File: config.mk
export PLATFORM = sky130hd
export DESIGN_NAME = pixel_unpacker
export DESIGN_NICKNAME = d
export VERILOG_FILES = /design/src/rtl/pixel_stream_pkg.sv /design/src/rtl/pixel_frame_checker.sv /design/src/rtl/pixel_unpacker.sv
export SDC_FILE = /design/constraint.sdc
export NUM_CORES = 1
export LEC_CHECK = 0
export BUFFER_PORTS_ARGS = -buffer_cell sky130_fd_sc_hd__buf_2
export CAP_MARGIN = 20
export CORE_ASPECT_RATIO = 1.2
export CORE_MARGIN = 5
export CORE_UTILIZATION = 56
export DETAILED_ROUTE_END_ITERATION = 6
export HOLD_SLACK_MARGIN = 0.05
export PLACE_DENSITY = 0.88
export RECOVER_POWER = 25
export REMOVE_ABC_BUFFERS = 1
export SYNTH_ARGS = -nofsm -noshare
export SYNTH_HDL_FRONTEND = slang
export SYNTH_SLANG_ARGS = --single-unit
File: constraint.sdc
create_clock -name aclk -period 3.6 [get_ports aclk]
set_input_delay 0.72 -clock aclk [delete_from_list [all_inputs] [get_ports aclk]]
set_output_delay 0.72 -clock aclk [all_outputs]
set_load 0.005 [all_outputs]
File: src/rtl/pixel_stream_pkg.sv
// Shared definitions for the packed 24-bit RGB video stream (packer and unpacker).
// Frame geometry defaults, byte-lane/pixel-field layout and the word-phase encoding.
package pixel_stream_pkg;

  localparam int unsigned X_SIZE_DEF     = 1280;
  localparam int unsigned Y_SIZE_DEF     = 720;
  localparam int unsigned WORDS_PER_LINE = 3 * X_SIZE_DEF / 4;

  localparam int unsigned LANE_W = 8;
  localparam int unsigned WORD_W = 32;
  localparam int unsigned PIX_W  = 24;
  localparam int unsigned B_LSB  = 0;
  localparam int unsigned G_LSB  = 8;
  localparam int unsigned R_LSB  = 16;

  typedef logic [PIX_W-1:0] pixel_t;

  // Position of the current word within a W0/W1/W2 group; PH3 drains the fourth pixel.
  localparam logic [1:0] PH0 = 2'd0;
  localparam logic [1:0] PH1 = 2'd1;
  localparam logic [1:0] PH2 = 2'd2;
  localparam logic [1:0] PH3 = 2'd3;

  typedef struct packed {
    logic start;     // word is word 0 of line 0 (after any resync)
    logic line_end;  // word is the last one of its line
  } frame_info_t;

  function automatic int unsigned words_per_line(input int unsigned x_size);
    return 3 * x_size / 4;
  endfunction

endpackage

File: src/rtl/pixel_frame_checker.sv
// Tracks word/line position of accepted words, checks tuser/tlast framing and
// keeps the frame counter (wrapping) and the two error counters (saturating).
module pixel_frame_checker
  import pixel_stream_pkg::*;
#(
  parameter int unsigned X_SIZE = X_SIZE_DEF,
  parameter int unsigned Y_SIZE = Y_SIZE_DEF
) (
  input  logic        clk_i,
  input  logic        rst_ni,
  input  logic        acc_i,
  input  logic        tuser_i,
  input  logic        tlast_i,
  output frame_info_t info_o,
  output logic [15:0] frame_count_o,
  output logic [7:0]  sof_err_count_o,
  output logic [7:0]  eol_err_count_o
);

  localparam int unsigned WordsPerLine = words_per_line(X_SIZE);
  localparam int unsigned XW = (WordsPerLine > 1) ? $clog2(WordsPerLine) : 1;
  localparam int unsigned YW = (Y_SIZE > 1) ? $clog2(Y_SIZE) : 1;

  logic [XW-1:0] x_q, x_d, x_eff;
  logic [YW-1:0] y_q, y_d, y_eff;
  logic [15:0]   frame_q, frame_d;
  logic [7:0]    sof_err_q, sof_err_d;
  logic [7:0]    eol_err_q, eol_err_d;
  logic          at_origin, at_last_word, at_last_line, line_end;

  always_comb begin
    at_origin    = (x_q == '0) && (y_q == '0);
    // tuser resyncs: the word is treated as word 0 of line 0 regardless of position.
    x_eff        = tuser_i ? '0 : x_q;
    y_eff        = tuser_i ? '0 : y_q;
    at_last_word = (x_eff == XW'(WordsPerLine - 1));
    at_last_line = (y_eff == YW'(Y_SIZE - 1));
    line_end     = tlast_i || at_last_word;

    info_o.start    = tuser_i || at_origin;
    info_o.line_end = line_end;

    x_d       = x_q;
    y_d       = y_q;
    frame_d   = frame_q;
    sof_err_d = sof_err_q;
    eol_err_d = eol_err_q;

    if (acc_i) begin
      if ((tuser_i != at_origin) && (sof_err_q != 8'hFF)) sof_err_d = sof_err_q + 8'd1;
      if ((tlast_i != at_last_word) && (eol_err_q != 8'hFF)) eol_err_d = eol_err_q + 8'd1;
      if (line_end) begin
        x_d = '0;
        if (at_last_line) begin
          y_d     = '0;
          frame_d = frame_q + 16'd1;
        end else begin
          y_d = y_eff + 1'b1;
        end
      end else begin
        x_d = x_eff + 1'b1;
        y_d = y_eff;
      end
    end
  end

  always_ff @(posedge clk_i or negedge rst_ni) begin
    if (!rst_ni) begin
      x_q       <= '0;
      y_q       <= '0;
      frame_q   <= '0;
      sof_err_q <= '0;
      eol_err_q <= '0;
    end else begin
      x_q       <= x_d;
      y_q       <= y_d;
      frame_q   <= frame_d;
      sof_err_q <= sof_err_d;
      eol_err_q <= eol_err_d;
    end
  end

  assign frame_count_o   = frame_q;
  assign sof_err_count_o = sof_err_q;
  assign eol_err_count_o = eol_err_q;

endmodule

File: src/rtl/pixel_unpacker.sv
// Sink for the packed 24-bit RGB stream: turns each group of three 32-bit words into
// four pixels presented one per handshake on a registered valid/ready output.
module pixel_unpacker
  import pixel_stream_pkg::*;
#(
  parameter int unsigned X_SIZE = X_SIZE_DEF,
  parameter int unsigned Y_SIZE = Y_SIZE_DEF
) (
  input  logic              aclk,
  input  logic              aresetn,
  input  logic [WORD_W-1:0] in_stream_tdata,
  input  logic [3:0]        in_stream_tkeep,
  input  logic              in_stream_tlast,
  input  logic              in_stream_tuser,
  input  logic              in_stream_tvalid,
  output logic              in_stream_tready,
  output logic [7:0]        r,
  output logic [7:0]        g,
  output logic [7:0]        b,
  output logic              pix_valid,
  input  logic              pix_ready,
  output logic              pix_sof,
  output logic              pix_eol,
  output logic [15:0]       frame_count,
  output logic [7:0]        sof_err_count,
  output logic [7:0]        eol_err_count
);

  logic [1:0]  phase_q, phase_d, phase_eff;
  pixel_t      held_q, held_d, pix_q, pix_d;
  logic        valid_q, valid_d, sof_q, sof_d, eol_q, eol_d, eol_pend_q, eol_pend_d;
  logic        out_adv, word_acc;
  frame_info_t info;

  // tkeep carries no information on this stream.
  logic unused_tkeep;
  assign unused_tkeep = ^in_stream_tkeep;

  assign out_adv          = !valid_q || pix_ready;
  assign in_stream_tready = aresetn && (phase_q != PH3) && out_adv;
  assign word_acc         = in_stream_tvalid && in_stream_tready;

  pixel_frame_checker #(
    .X_SIZE (X_SIZE),
    .Y_SIZE (Y_SIZE)
  ) u_checker (
    .clk_i           (aclk),
    .rst_ni          (aresetn),
    .acc_i           (word_acc),
    .tuser_i         (in_stream_tuser),
    .tlast_i         (in_stream_tlast),
    .info_o          (info),
    .frame_count_o   (frame_count),
    .sof_err_count_o (sof_err_count),
    .eol_err_count_o (eol_err_count)
  );

  always_comb begin
    phase_eff  = info.start ? PH0 : phase_q;
    phase_d    = phase_q;
    held_d     = held_q;
    pix_d      = pix_q;
    valid_d    = valid_q;
    sof_d      = sof_q;
    eol_d      = eol_q;
    eol_pend_d = eol_pend_q;

    if (out_adv) valid_d = 1'b0;

    if (word_acc) begin
      valid_d    = 1'b1;
      sof_d      = info.start;
      // A line ending on W2 still owes P3, which then carries the end-of-line mark.
      eol_d      = info.line_end && (phase_eff != PH2);
      eol_pend_d = info.line_end;
      case (phase_eff)
        PH0: begin
          pix_d  = in_stream_tdata[23:0];
          held_d = {16'h0000, in_stream_tdata[31:24]};
        end
        PH1: begin
          pix_d  = {in_stream_tdata[15:0], held_q[7:0]};
          held_d = {8'h00, in_stream_tdata[31:16]};
        end
        default: begin
          pix_d  = {in_stream_tdata[7:0], held_q[15:0]};
          held_d = in_stream_tdata[31:8];
        end
      endcase
      if (info.line_end && (phase_eff != PH2)) phase_d = PH0;
      else                                     phase_d = phase_eff + 2'd1;
    end else if ((phase_q == PH3) && out_adv) begin
      valid_d = 1'b1;
      pix_d   = held_q;
      sof_d   = 1'b0;
      eol_d   = eol_pend_q;
      phase_d = PH0;
    end
  end

  always_ff @(posedge aclk or negedge aresetn) begin
    if (!aresetn) begin
      phase_q    <= PH0;
      held_q     <= '0;
      pix_q      <= '0;
      valid_q    <= 1'b0;
      sof_q      <= 1'b0;
      eol_q      <= 1'b0;
      eol_pend_q <= 1'b0;
    end else begin
      phase_q    <= phase_d;
      held_q     <= held_d;
      pix_q      <= pix_d;
      valid_q    <= valid_d;
      sof_q      <= sof_d;
      eol_q      <= eol_d;
      eol_pend_q <= eol_pend_d;
    end
  end

  assign r         = pix_q[R_LSB +: LANE_W];
  assign g         = pix_q[G_LSB +: LANE_W];
  assign b         = pix_q[B_LSB +: LANE_W];
  assign pix_valid = valid_q;
  assign pix_sof   = sof_q;
  assign pix_eol   = eol_q;

endmodule
### Word level (Yosys, flattened, before mapping)

Cells that the tools add are included.

| storage, ports and cells | value |
|---|---|
| bits in registers | 106 |
| input port bits | 42 |
| output and inout bits | 60 |

| operators by class | value |
|---|---|
| $add $sub $neg | 6 |
| eq/ne operators | 10 |
| muxes and demuxes | 20 |
| reduce and logical (&&, ||, !) cells | 20 |

Operator list:

| operator | count |
|---|---|
| 24-bit one-hot mux with 2 select lines | 2 |
| 10-bit 2-to-1 mux | 5 |
| 24-bit 2-to-1 mux | 2 |
| 10-bit by 1-bit adder with 10-bit output (second input constant) | 2 |
| 10-bit == test (second input constant) | 2 |
| 10-bit logical NOT | 2 |
| 16-bit by 1-bit adder with 16-bit output (second input constant) | 1 |
| 8-bit by 1-bit adder with 8-bit output (second input constant) | 2 |
| 8-bit inequality test (second input constant) | 2 |
| 1-bit logical AND | 8 |
| 2-bit 2-to-1 mux | 4 |
| 1-bit 2-to-1 mux | 7 |
| 2-bit inequality test (second input constant) | 2 |
| 2-bit AND reduction | 2 |
| 1-bit logical OR | 3 |
| 3-bit AND reduction | 1 |
| 3-bit nonzero test | 1 |
| 2-bit by 1-bit adder with 2-bit output (second input constant) | 1 |
| 2-bit by 1-bit == test with 1-bit output (second input constant) | 1 |
| 2-bit == test (second input constant) | 1 |
| 2-bit logical NOT | 1 |
| 1-bit inequality test | 2 |
| 2-bit nonzero test | 1 |
| 1-bit logical NOT | 1 |

### Logic depth before layout (Yosys ltp)

| depth | value |
|---|---|
| depth in word-level cells | 8 |
| mapped depth | 13 |

### Modules after synthesis

A second synthesis with hierarchy kept.

| second synthesis, totals | value |
|---|---|
| cells, all modules | 554 |
| area total of the unflattened synthesis | 5703.0 um2 |

Modules (own cells, without submodules):

| module | instances | cells each | area each (um2) | sequential area each (um2) |
|---|---|---|---|---|
| pixel_unpacker | 1 | 277 | 2866.5 | 1351.3 |
| pixel_frame_checker | 1 | 277 | 2836.5 | 1301.2 |

### Least setup slack after synthesis

No wires, ideal clock.

| timing | value |
|---|---|
| path type | input -> register |
| start | input port in_stream_tuser |
| end | register u_checker.x_q[4] |
| setup time | 66 ps |
| arrival | 3213 ps |
| required time | 3534 ps |
| slack | 322 ps |
| cell stages on the path | 13 |
| path through | clkbuf_1 buf_1 nor2b_1 ha_1 and3_1 and3_1 nand4b_1 ha_1 buf_2 and2b_1 nand4_1 or3b_2 nand2_1 |

| between the ends | value |
|---|---|
| word-level cells in the longest chain between the ends | 4 |
| elaborated cells between the ends (all ways) | 5 |
| classes of those cells | add/sub: 1; eq/ne: 1; mux: 2; reduce/logical: 1 |

RTL lines:

| item | RTL line | source |
|---|---|---|
| start, declared | pixel_unpacker.sv:14 | `input logic in_stream_tuser,` |
| 10-bit 2-to-1 mux * | pixel_frame_checker.sv:34 | `x_eff = tuser_i ? '0 : x_q;` |
| parallel branches: the longest is 2 deep, another holds 10-bit by 1-bit adder with 10-bit output | n/a |  |
| 10-bit 2-to-1 mux * | pixel_frame_checker.sv:52 | `if (line_end) begin` |
| end signal, assigned | pixel_frame_checker.sv:69 | `x_q <= '0;` |
| end signal, assigned | pixel_frame_checker.sv:75 | `x_q <= x_d;` |
| end, declared | pixel_frame_checker.sv:24 | `logic [XW-1:0] x_q, x_d, x_eff;` |

Every way passes the cells marked *.
A chain may end at the register's enable or synchronous reset.

### Worst setup path after layout

| timing | value |
|---|---|
| start | register u_checker.x_q[2] |
| end | register pix_q[23] |

| between the ends | value |
|---|---|
| word-level cells in the longest chain between the ends | 7 |
| elaborated cells between the ends (all ways) | 8 |
| classes of those cells | eq/ne: 1; mux: 3; reduce/logical: 4 |

RTL lines:

| item | RTL line | source |
|---|---|---|
| 10-bit logical NOT * | pixel_frame_checker.sv:32 | `at_origin = (x_q == '0) && (y_q == '0);` |
| 1-bit logical AND * | pixel_frame_checker.sv:32 |  |
| 1-bit logical OR * | pixel_frame_checker.sv:40 | `info_o.start = tuser_i \|\| at_origin;` |
| 2-bit 2-to-1 mux * | pixel_unpacker.sv:59 | `phase_eff = info.start ? PH0 : phase_q;` |
| 2-bit by 1-bit == test with 1-bit output / 2-bit logical NOT (equally long branches) | pixel_unpacker.sv:76 | `case (phase_eff)` |
| 24-bit one-hot mux with 2 select lines * | pixel_unpacker.sv:76 |  |
| 24-bit 2-to-1 mux * | pixel_unpacker.sv:70 | `if (word_acc) begin` |
| end signal, assigned | pixel_unpacker.sv:113 | `pix_q <= pix_d;` |
| end, declared | pixel_unpacker.sv:30 | `pixel_t held_q, held_d, pix_q, pix_d;` |

Mark *: on every way between the ends. The rest lies on a longest branch, timed or not.

==> impl_metrics.toml <==
[clocking]
cts_tree = "yes"
clk_latency_ps = 350
postCtsSetupBuffers = 0
root_buffer = "clkbuf_16"
cts_max_path_buffers = 2
cts_made_buffers = 9
clk_pin_slew_ps = 70
hold_buffers = 0
htree_levels = 3
clock_sinks = 106
cts-resized-gates = 0

[timing]
slew_violations = 0
setup_slack_ps = 522
post-route-min-period_ps = 3080
finClkSkew_ps = 6.73
period_share_pct = 85.5
fmax_ghz = 0.325
hold_viol_final = 0
worstMarginPinSlew_ps = 798
relSlewSlack_pct = 46.8
setup_violations = 0
fin_tns_setup_ps = 0
rsz0062_at_grt = "false"

[logic_synthesis]
yosysSeqAreaShare_pct = 46.5
yosysTopAreaCell = "dfrtp_1"
ys_async_sr_fraction_pct = 100
yosys-top-cells-area = "dfrtp_1 (47%), nand2_1 (4.5%), o21ai_0 (4.3%)"
ys_ff_latch = 106
synthDistinctLibCells = 70
synthTopCellsByCount = "dfrtp_1 (106), nand2_1 (69), o21ai_0 (49)"
ys_warn_count = 0
ys.flop_type = "dfrtp_1"
avgSynthCellArea_um2 = 9.80
synth_edf_count = 0
synth.cell_area_mm2 = 0.00570
synth_top_area_share_pct = 46.5
netlist_instances = 582
yosysMostFrequentCell = "dfrtp_1"

[grt]
gr-total-overflow = 0
gr-usage-all-layers_pct = 23.5
antenna_found_initial = 0
grt_max_degree = 64
grt_pass1_vias = 4895
grt_pass1_wl_um = 23600

[power]
power_switching_mw = 1.14
power.internal_mw = 2.33
p_leak_nw = 3.05
ir_drop_uv = 365
p_clk_share_pct = 26.9
pwr_density_cell_mw_per_mm2 = 529
p_comb_share_pct = 26.0
swShare_pct = 32.8
p_seq_share_pct = 47.1

[placement]
portBuffers = 97
dp_hpwl_um = 9750
place_ws_ps = 283
placed_cells = 787
placed_area_mm2 = 0.00631
gp_congestion = 0.886

[critical_path]
crit_required_ps = 3870
crit_arrival_ps = 3350
end_kind = "register"
reg2reg_from = "u_checker.x_q[2]"
reg2reg_slack_ps = 520
r2r_cells = 9
reg2reg_to = "pix_q[23]"
cp_max_fo = 40
cp-start-kind = "register"
critPathKind = "register to register"

[die]
core_area_mm2 = 0.0100
die_width_um = 102
io_pins = 102
rows = 40
die_h_um = 121
start_util_pct = 57.0
dieArea_mm2 = 0.0123

[drt]
via_count = 5055
first_pass_iters = 5
drc = 0
post_drt_wl_per_cell_um = 17.4
ant_nets = 0
drtIter0Drc = 297
vias_per_cell = 6.30
wirelength_um = 13900

[final_layout]
syn_to_final_growth_pct = 15.1
finalNetCount = 724
design_area_mm2 = 0.00656
multiInputGateArea_mm2 = 0.00283
fin_util_pct = 65.6
drive_gt1_share_pct = 22.2
finalNonFillerCells = 802
fillerInstances = 802
layout.area.seq_mm2 = 0.00265
n_antenna_cell = 0

[status]
outcome = "finished, final reports clean"

[run]
drv_cap = 0

[min_path]
hold_path.class = "primary input to asynchronous set/reset pin"
[layout make-up]
| cell class | instances | area share (%) |
|---|---|---|
| Clock buffer | 11 | 3.85 |
| Timing Repair Buffer | 115 | 9.12 |
| Clock inverter | 4 | 0.400 |
| Sequential cell | 106 | 40.4 |
| Tap cell | 126 | 2.40 |
| Multi-Input combinational cell | 428 | 43.1 |
| Inverter | 12 | 0.686 |
[cell families (layout without fill, tap and decap cells)]
kind of cell	after synthesis	after routing	share of synthesized area, %
and+or+nand+nor	232	232	22.9
AOI/OAI and AO/OA	150	150	18.7
DFF	106	106	46.5
buffers and inverters	48	142	3.95
xor gates and xnor gates	29	29	4.45
adders and majority gates	10	10	2.19
muxes	7	7	1.32
[placed cells by master (no fill, tap or decap), drive strengths merged, types with 6 or more instances in the layout]
| master | synthesis | final |
|---|---|---|
| a221o | 16 | 16 |
| a31oi | 20 | 20 |
| nor2b | 6 | 6 |
| nand2 | 70 | 70 |
| and3 | 11 | 11 |
| nand3 | 31 | 31 |
| o31ai | 10 | 10 |
| a21oi | 16 | 16 |
| buf | 16 | 98 |
| nor2 | 37 | 37 |
| nor3 | 12 | 12 |
| clkbuf | 20 | 28 |
| nor4 | 8 | 8 |
| nand4 | 22 | 22 |
| xor2 | 17 | 17 |
| dfrtp | 106 | 106 |
| a22o | 6 | 6 |
| xnor2 | 12 | 12 |
| ha | 10 | 10 |
| inv | 12 | 13 |
| a221oi | 7 | 7 |
| o21ai | 50 | 50 |
[through the flow]
step	total power [mW]	hold slack (ps)
final	3.47	201
after global placement	2.52	445
after CTS	3.51	154
after detailed placement	2.57	454
after floorplan	2.15	424
after global routing	3.67	197
[worst max-delay path, stage by stage, from the launching register on]
cell and delay, ps:
dfrtp_1 430, or4_1 530, or4_1 490, ha_1 260, nand2_2 240, ha_1 190
buf_4 340, a221o_1 240, o211ai_1 80, a31oi_1 180
[sequential cells by signal, summed over array words and instances, names as in the netlist]
register	count
eol_pend_q	1
held_q	24
phase_q	2
pix_eol	1
pix_q	24
pix_sof	1
pix_valid	1
u_checker.eol_err_count_o	8
u_checker.frame_count_o	16
u_checker.sof_err_count_o	8
u_checker.x_q	10
u_checker.y_q	10
[power groups by stage]
stage	clock network (mW)	registers [mW]	logic, mW
floorplan	0	1.62	0.522
global placement	0	1.63	0.884
detailed placement	0	1.64	0.924
CTS	0.954	1.63	0.928
global route	0.991	1.66	1.01
finish	0.935	1.63	0.902
[worst max-delay path by stage]
stage / from / to / depth (start not counted)
2_1_floorplan: u_checker.x_q[2] / pix_q[23] / 8
3_3_place_gp: in_stream_tuser / u_checker.frame_count_o[1] / 11
3_5_place_dp: in_stream_tuser / u_checker.frame_count_o[1] / 11
4_1_cts: u_checker.x_q[2] / pix_q[15] / 9
5_1_grt: u_checker.x_q[2] / held_q[7] / 9
6_report: u_checker.x_q[2] / pix_q[23] / 9
[layer usage]
metal	GRT usage, %	share of wire, %
met2	38.7	51
met3	4.15	7.3
met5	0	0
met1	31.5	41
met4	7.22	1.1
Power figures use the tool's default switching activity.
